===== src/rtl/m3key_pkg.sv =====
// m3key_pkg: shared types and constants for the motor key conditioner.
// Holds the run FSM states, setpoint width and key vector indices.
package m3key_pkg;

   typedef enum logic [1:0] {
      IDLE,
      RUN,
      REV_WAIT
   } runState_e;

   localparam int SPD_W = 16;
   localparam int KEY_N = 5;

   localparam int K_START = 0;
   localparam int K_STOP  = 1;
   localparam int K_INV   = 2;
   localparam int K_INC   = 3;
   localparam int K_DEC   = 4;

endpackage


===== src/rtl/m3key_debounce.sv =====
// m3key_debounce: 2-flop sync, debounce and press pulse for one key.
// Ports: clk, rst, keyRaw (active-low), keyHeld (accepted pressed),
//        keyPress (one cycle on accepted released-to-pressed).
module m3key_debounce
   import m3key_pkg::*;
#(
   parameter int unsigned DEB_CNT = 200000
) (
   input  logic clk,
   input  logic rst,
   input  logic keyRaw,
   output logic keyHeld,
   output logic keyPress
);

   localparam int CW = $clog2(DEB_CNT + 1);
   localparam logic [CW-1:0] CNT_LAST = CW'(DEB_CNT - 1);

   logic          sync1;
   logic          sync2;
   logic          level;
   logic [CW-1:0] cnt;

   // level is the synced key in pressed-high form
   assign level = ~sync2;

   always_ff @(posedge clk or posedge rst) begin
      if (rst) begin
         sync1    <= 1'b1;
         sync2    <= 1'b1;
         cnt      <= '0;
         keyHeld  <= 1'b0;
         keyPress <= 1'b0;
      end else begin
         sync1    <= keyRaw;
         sync2    <= sync1;
         keyPress <= 1'b0;
         if (level == keyHeld) begin
            cnt <= '0;
         end else if (cnt == CNT_LAST) begin
            // DEB_CNT consecutive differing cycles seen
            cnt      <= '0;
            keyHeld  <= level;
            keyPress <= level;
         end else begin
            cnt <= cnt + 1'b1;
         end
      end
   end

endmodule


===== src/rtl/m3_key_cmd.sv =====
// m3_key_cmd: motor front-panel key conditioner (run/dir/speed cmd).
// Ports: clk, rst, five active-low raw keys; m3run, m3dir, m3speed,
//        m3cmdStb. Macro M3KEY_AUTOREPEAT_EN builds INC/DEC repeat.
module m3_key_cmd
   import m3key_pkg::*;
#(
   parameter int unsigned DEB_CNT  = 200000,
   parameter int unsigned REP_DLY  = 5000000,
   parameter int unsigned REP_PER  = 1000000,
   parameter int unsigned REV_GAP  = 1000000,
   parameter int unsigned SPD_MIN  = 1,
   parameter int unsigned SPD_MAX  = 1000,
   parameter int unsigned SPD_STEP = 1,
   parameter int unsigned SPD_INIT = 100
) (
   input  logic             clk,
   input  logic             rst,
   input  logic             m3start,
   input  logic             m3forceStop,
   input  logic             m3invRotate,
   input  logic             m3freqINC,
   input  logic             m3freqDEC,
   output logic             m3run,
   output logic             m3dir,
   output logic [SPD_W-1:0] m3speed,
   output logic             m3cmdStb
);

   localparam int SW1 = SPD_W + 1;
   localparam int GW  = $clog2(REV_GAP + 1);
   localparam logic [GW-1:0] GAP_LAST = GW'(REV_GAP - 1);
   localparam logic [SPD_W:0] STEP_W = SW1'(SPD_STEP);
   localparam logic [SPD_W:0] MIN_W  = SW1'(SPD_MIN);
   localparam logic [SPD_W:0] MAX_W  = SW1'(SPD_MAX);

   logic [KEY_N-1:0] keyRaw;
   logic [KEY_N-1:0] held;
   logic [KEY_N-1:0] press;

   assign keyRaw = {m3freqDEC, m3freqINC, m3invRotate,
                    m3forceStop, m3start};

   for (genvar i = 0; i < KEY_N; i++) begin : gKey
      m3key_debounce #(
         .DEB_CNT(DEB_CNT)
      ) uDeb (
         .clk     (clk),
         .rst     (rst),
         .keyRaw  (keyRaw[i]),
         .keyHeld (held[i]),
         .keyPress(press[i])
      );
   end

   // ---------------- run FSM ----------------
   runState_e     state;
   logic [GW-1:0] gapCnt;
   logic          stopHeld;

   assign stopHeld = held[K_STOP];

   always_ff @(posedge clk or posedge rst) begin
      if (rst) begin
         state  <= IDLE;
         m3run  <= 1'b0;
         m3dir  <= 1'b0;
         gapCnt <= '0;
      end else begin
         unique case (state)
            IDLE: begin
               if (!stopHeld) begin
                  if (press[K_START]) begin
                     state <= RUN;
                     m3run <= 1'b1;
                  end else if (press[K_INV]) begin
                     m3dir <= ~m3dir;
                  end
               end
            end
            RUN: begin
               if (stopHeld) begin
                  state <= IDLE;
                  m3run <= 1'b0;
               end else if (press[K_INV]) begin
                  state  <= REV_WAIT;
                  m3run  <= 1'b0;
                  gapCnt <= '0;
               end
            end
            REV_WAIT: begin
               if (stopHeld) begin
                  // abandon reversal, direction kept
                  state  <= IDLE;
                  gapCnt <= '0;
               end else if (gapCnt == GAP_LAST) begin
                  state  <= RUN;
                  m3run  <= 1'b1;
                  m3dir  <= ~m3dir;
                  gapCnt <= '0;
               end else begin
                  gapCnt <= gapCnt + 1'b1;
               end
            end
            default: begin
               state <= IDLE;
               m3run <= 1'b0;
            end
         endcase
      end
   end

   // ---------------- speed setpoint ----------------
   logic [1:0]     tick;
   logic           incStep;
   logic           decStep;
   logic           clash;
   logic           doInc;
   logic           doDec;
   logic [SPD_W:0] spdWide;
   logic [SPD_W:0] spdSum;
   logic [SPD_W:0] spdUp;
   logic [SPD_W:0] spdDn;

   assign incStep = press[K_INC] | tick[0];
   assign decStep = press[K_DEC] | tick[1];
   // opposing keys cancel and restart the repeat timers
   assign clash   = (held[K_INC] & held[K_DEC])
                  | (incStep & decStep);
   assign doInc   = incStep & ~clash;
   assign doDec   = decStep & ~clash;

   // one extra bit so the sum never wraps before clamping
   assign spdWide = {1'b0, m3speed};
   assign spdSum  = spdWide + STEP_W;
   assign spdUp   = (spdSum > MAX_W) ? MAX_W : spdSum;
   assign spdDn   = (spdWide < MIN_W + STEP_W) ? MIN_W
                                               : spdWide - STEP_W;

   always_ff @(posedge clk or posedge rst) begin
      if (rst) begin
         m3speed <= SPD_W'(SPD_INIT);
      end else begin
         unique case (1'b1)
            doInc:   m3speed <= spdUp[SPD_W-1:0];
            doDec:   m3speed <= spdDn[SPD_W-1:0];
            default: m3speed <= m3speed;
         endcase
      end
   end

`ifdef M3KEY_AUTOREPEAT_EN
   localparam int RMX = (REP_DLY > REP_PER) ? REP_DLY : REP_PER;
   localparam int RW  = $clog2(RMX + 1);
   localparam logic [RW-1:0] DLY_W = RW'(REP_DLY);
   localparam logic [RW-1:0] PER_W = RW'(REP_PER);

   logic [1:0]    rpHeld;
   logic [1:0]    rpPress;
   logic [1:0]    rpFirst;
   logic [RW-1:0] rpCnt [2];

   assign rpHeld  = {held[K_DEC], held[K_INC]};
   assign rpPress = {press[K_DEC], press[K_INC]};

   // rpCnt equals cycles since press (or since last tick)
   always_comb begin
      tick = 2'b00;
      for (int k = 0; k < 2; k++) begin
         tick[k] = rpHeld[k] & ~rpPress[k]
                 & (rpCnt[k] == (rpFirst[k] ? DLY_W : PER_W));
      end
   end

   always_ff @(posedge clk or posedge rst) begin
      if (rst) begin
         for (int k = 0; k < 2; k++) begin
            rpCnt[k]   <= '0;
            rpFirst[k] <= 1'b1;
         end
      end else begin
         for (int k = 0; k < 2; k++) begin
            if (!rpHeld[k] || clash) begin
               rpCnt[k]   <= '0;
               rpFirst[k] <= 1'b1;
            end else if (rpPress[k]) begin
               rpCnt[k]   <= RW'(1);
               rpFirst[k] <= 1'b1;
            end else if (tick[k]) begin
               rpCnt[k]   <= RW'(1);
               rpFirst[k] <= 1'b0;
            end else begin
               rpCnt[k] <= rpCnt[k] + 1'b1;
            end
         end
      end
   end
`else
   logic unusedRep;

   assign tick      = 2'b00;
   assign unusedRep = ^{REP_DLY[0], REP_PER[0]};
`endif

   // ---------------- change strobe ----------------
   logic             runQ;
   logic             dirQ;
   logic [SPD_W-1:0] spdQ;

   always_ff @(posedge clk or posedge rst) begin
      if (rst) begin
         runQ     <= 1'b0;
         dirQ     <= 1'b0;
         spdQ     <= SPD_W'(SPD_INIT);
         m3cmdStb <= 1'b0;
      end else begin
         runQ     <= m3run;
         dirQ     <= m3dir;
         spdQ     <= m3speed;
         m3cmdStb <= (m3run != runQ) | (m3dir != dirQ)
                   | (m3speed != spdQ);
      end
   end

   logic unusedKeys;

   assign unusedKeys = ^{held[K_START], held[K_INV],
                         press[K_STOP], spdUp[SPD_W],
                         spdDn[SPD_W]};

endmodule


===== config.mk =====
export PLATFORM = sky130hd
export DESIGN_NAME = m3_key_cmd
export DESIGN_NICKNAME = d
export VERILOG_FILES = /design/src/rtl/m3key_pkg.sv /design/src/rtl/m3key_debounce.sv /design/src/rtl/m3_key_cmd.sv
export SDC_FILE = /design/constraint.sdc
export NUM_CORES = 1
export LEC_CHECK = 0
export BUFFER_PORTS_ARGS = -buffer_cell sky130_fd_sc_hd__buf_2
export CAP_MARGIN = 0
export CORE_MARGIN = 5
export CORE_UTILIZATION = 30
export CTS_CLUSTER_SIZE = 20
export DETAILED_ROUTE_END_ITERATION = 10
export GPL_TIMING_DRIVEN = 0
export PLACE_DENSITY = 0.52
export SYNTH_ARGS = -nofsm -noshare
export SYNTH_HDL_FRONTEND = slang
export SYNTH_SLANG_ARGS = --single-unit

===== constraint.sdc =====
create_clock -name clk -period 4.8 [get_ports clk]
set_clock_uncertainty 0.1 [all_clocks]
set_input_delay 0 -clock clk [delete_from_list [all_inputs] [get_ports clk]]
set_output_delay 0 -clock clk [all_outputs]
set_load 0.1 [all_outputs]

==> metrics.txt <==
status=complete, no violations; DR WL/cell=13.3 µm; Starting Density=30.3%; post-synth top area share=45.5%; fillers=~2.9k; Global Route Usage Sum=11.6%; via/cell ratio=4.69; Pwr Total=between 0.002 and 0.003 W; GP Congestion=0.808; synth top area cells=dfrtp_1 (46%), nor2_1 (6.3%), xnor2_1 (6.2%); Final nets=approximately 940; Post-Route WL=17.5 mm; final cycle utilization of the critical path=between 50% and 60%; max cap viols=0; placed cell count=around 1.3k; post-route cell area=9610 µm²; area leader, netlist=dfrtp_1; main flop type after synthesis=dfrtp_1; Ant. Diodes=0; synthesized net count=about 900; boundary pin count=26; Die W=around 180 µm; synth cell count leaders=dfrtp_1 (152), nor2_1 (141), nand2_1 (71), xnor2_1 (59), xor2_1 (58); Post-CTS Setup Bufs=0; GR Overflow Total=0; Core Region=around 28000 µm²; Max VDD drop=about 0.25 mV; worst skew pair latency=0.43 ns; drt drc=0; leakage=around 4.1 nW; post-cts sizing count=0; CP Data Arrival Time=3.00 ns; asr flop ratio synth=100%; critical setup path kind=flop to flop; worst reg2reg path depth=8; fraction of layout instances using a drive strength above 1=between 10% and 20%; fin crit period=~2.8 ns; Least-Margin Pin Slew=~0.65 ns; Startpoint Class=flop; vias in the first global route=around 6.0k; Yosys cell types=60; type of the tightest min-delay check=input pin to async pin; non-filler instance count after layout=1314; synthesized area=between 8000 and 9000 µm²; Final Setup Violations=0; CP max FO=10; power per cell area=293 nW/µm²; Port-buffer cells=25; drt first-iter violations=roughly 390; via count=6168; hold buffers post-CTS=6; sequential fraction of the synthesis area=50.5%; global-route wire length before repair=~30 mm; area of the die=31300 µm²; fmax=0.357 GHz; Ys Warns=0; final hold violations=0; synthesized netlist cell count=about 870; CTS H-Tree Depth=4; R2R Path Start=m3speed[7]$_DFFE_PP0P_; reg2reg setup slack=2.00 ns; Longest Clk Path Bufs=2; Die Y=about 180 µm; largest net degree at the start of global routing=roughly 100; Syn Area/Cell=around 9.6 µm²; Post-synth EDFFs=0; count leader, synth=dfrtp_1; Worst-path clk slew=0.07 ns; CTS tree=done; TritonCTS sink count=about 170; FP Rows=61; DRT Pass-1 Iters=4; WP data required=about 5 ns; RSZ-0062 raised after global routing=no; max-slew violation count=0; relative slew slack=a little under three fifths; Post-Route Utilization=approximately a third; Synth Register Bits=between 150 and 200; Root Buffer=clkbuf_16; Area Overhead vs Synth=14.9%; Post-DP HPWL=around 12 mm; Post-DRT Antenna Nets=0; reg2reg end=m3speed[7]$_DFFE_PP0P_; crit end category=flop; Area after DPL=8990 µm²; setup TNS=0 ns; CTS buffer count=17; initial antenna violation count=0
## worst max path at each step
stage / to / startpoint / cells past startpoint
after CTS: m3speed[7]$_DFFE_PP0P_ / m3speed[13]$_DFFE_PP0P_ / 8
final: m3speed[7]$_DFFE_PP0P_ / m3speed[7]$_DFFE_PP0P_ / 8
after floorplan: dirQ$_DFF_PP0_ / rst / 1
after global routing: m3speed[7]$_DFFE_PP0P_ / m3speed[7]$_DFFE_PP0P_ / 8
after detailed placement: m3speed[7]$_DFFE_PP0P_ / m3speed[13]$_DFFE_PP0P_ / 8
after global placement: spdQ[13]$_DFF_PP0_ / rst / 2
## worst max-delay path, stage by stage, from the launching register on
cell,delay (ns)
dfrtp_1,0.42
buf_2,0.20
nor3_1,0.42
nand4_1,0.24
o21ai_1,0.52
buf_2,0.33
o21ai_0,0.12
a22oi_1,0.24
a21oi_1,0.07
## cell usage in the layout, fill, tap and decap left out, types with 6 or more instances in the layout
cell,count
nor4_1,10
dfstp_2,16
o31ai_1,7
xor2_1,58
and4_1,7
ha_1,12
dlygate4sd3_1,6
nor3_1,29
inv_1,23
clkbuf_1,24
nor2_1,141
o21ai_0,37
clkbuf_16,17
or3_1,8
nand4_1,26
buf_2,32
a21oi_1,19
dfrtp_1,152
and3_1,30
nand3_1,49
nand2_1,71
xnor2_1,59
and2_1,8
## power by group
group / leakage [nW] / switching [W] / internal (W)
Sequential: 2.28 / 0.0000109 / 0.00143
Clock: 0.266 / 0.000611 / 0.000688
Combinational: 1.59 / 0.0000503 / 0.0000207
Total: 4.14 / 0.000673 / 0.00214
## per-layer routing
metal	share of wire [%]	track usage, %	wire length (µm)	up-vias
met5	0	0	0	-
met4	1.7	3.93	295	0
met3	2.5	2.44	445	21
met2	46	18.0	8010	70
met1	50	16.3	8770	2969
li1	-	-	-	3108
## through the flow
step / hold slack (ns) / setup slack (ns)
finish: 0.0620 / 2.00
global route: 0.0862 / 1.78
CTS: 0.0722 / 2.06
detailed placement: -0.0173 / 2.09
global placement: 0.00761 / -2.03
floorplan: -0.0955 / 0.180
## flip-flops by register name, indices dropped and copies added (netlist names)
signal and cells:
gKey.uDeb.keyHeld 5, gKey.uDeb.sync2 5, m3speed 16, m3run 1, m3dir 1, spdQ 16
runQ 1, m3cmdStb 1, dirQ 1, gKey.uDeb.sync1 5, gKey.uDeb.keyPress 4, gapCnt 20
state 2, gKey.uDeb.cnt 90
## cell families after synthesis
logic type	share of synthesized area (%)
flops	50.5
xor+xnor	12.3
simple gates	24.3
buf+inv	2.80
mux	0.599
fa+ha+maj	1.80
compound gates	7.74
## cell type report
class                      count  area [µm²]  share of cell area (%)
buffer                        34         144                    1.50
clock inverter                14         114                    1.19
multi-input combinational    646        3900                    40.6
sequential                   168        4220                    44.0
tap                          378         473                    4.92
timing repair buffer          32         213                    2.21
inverter                      24        97.6                    1.02
clock buffer                  18         439                    4.57
Power figures use the tool's default switching activity.
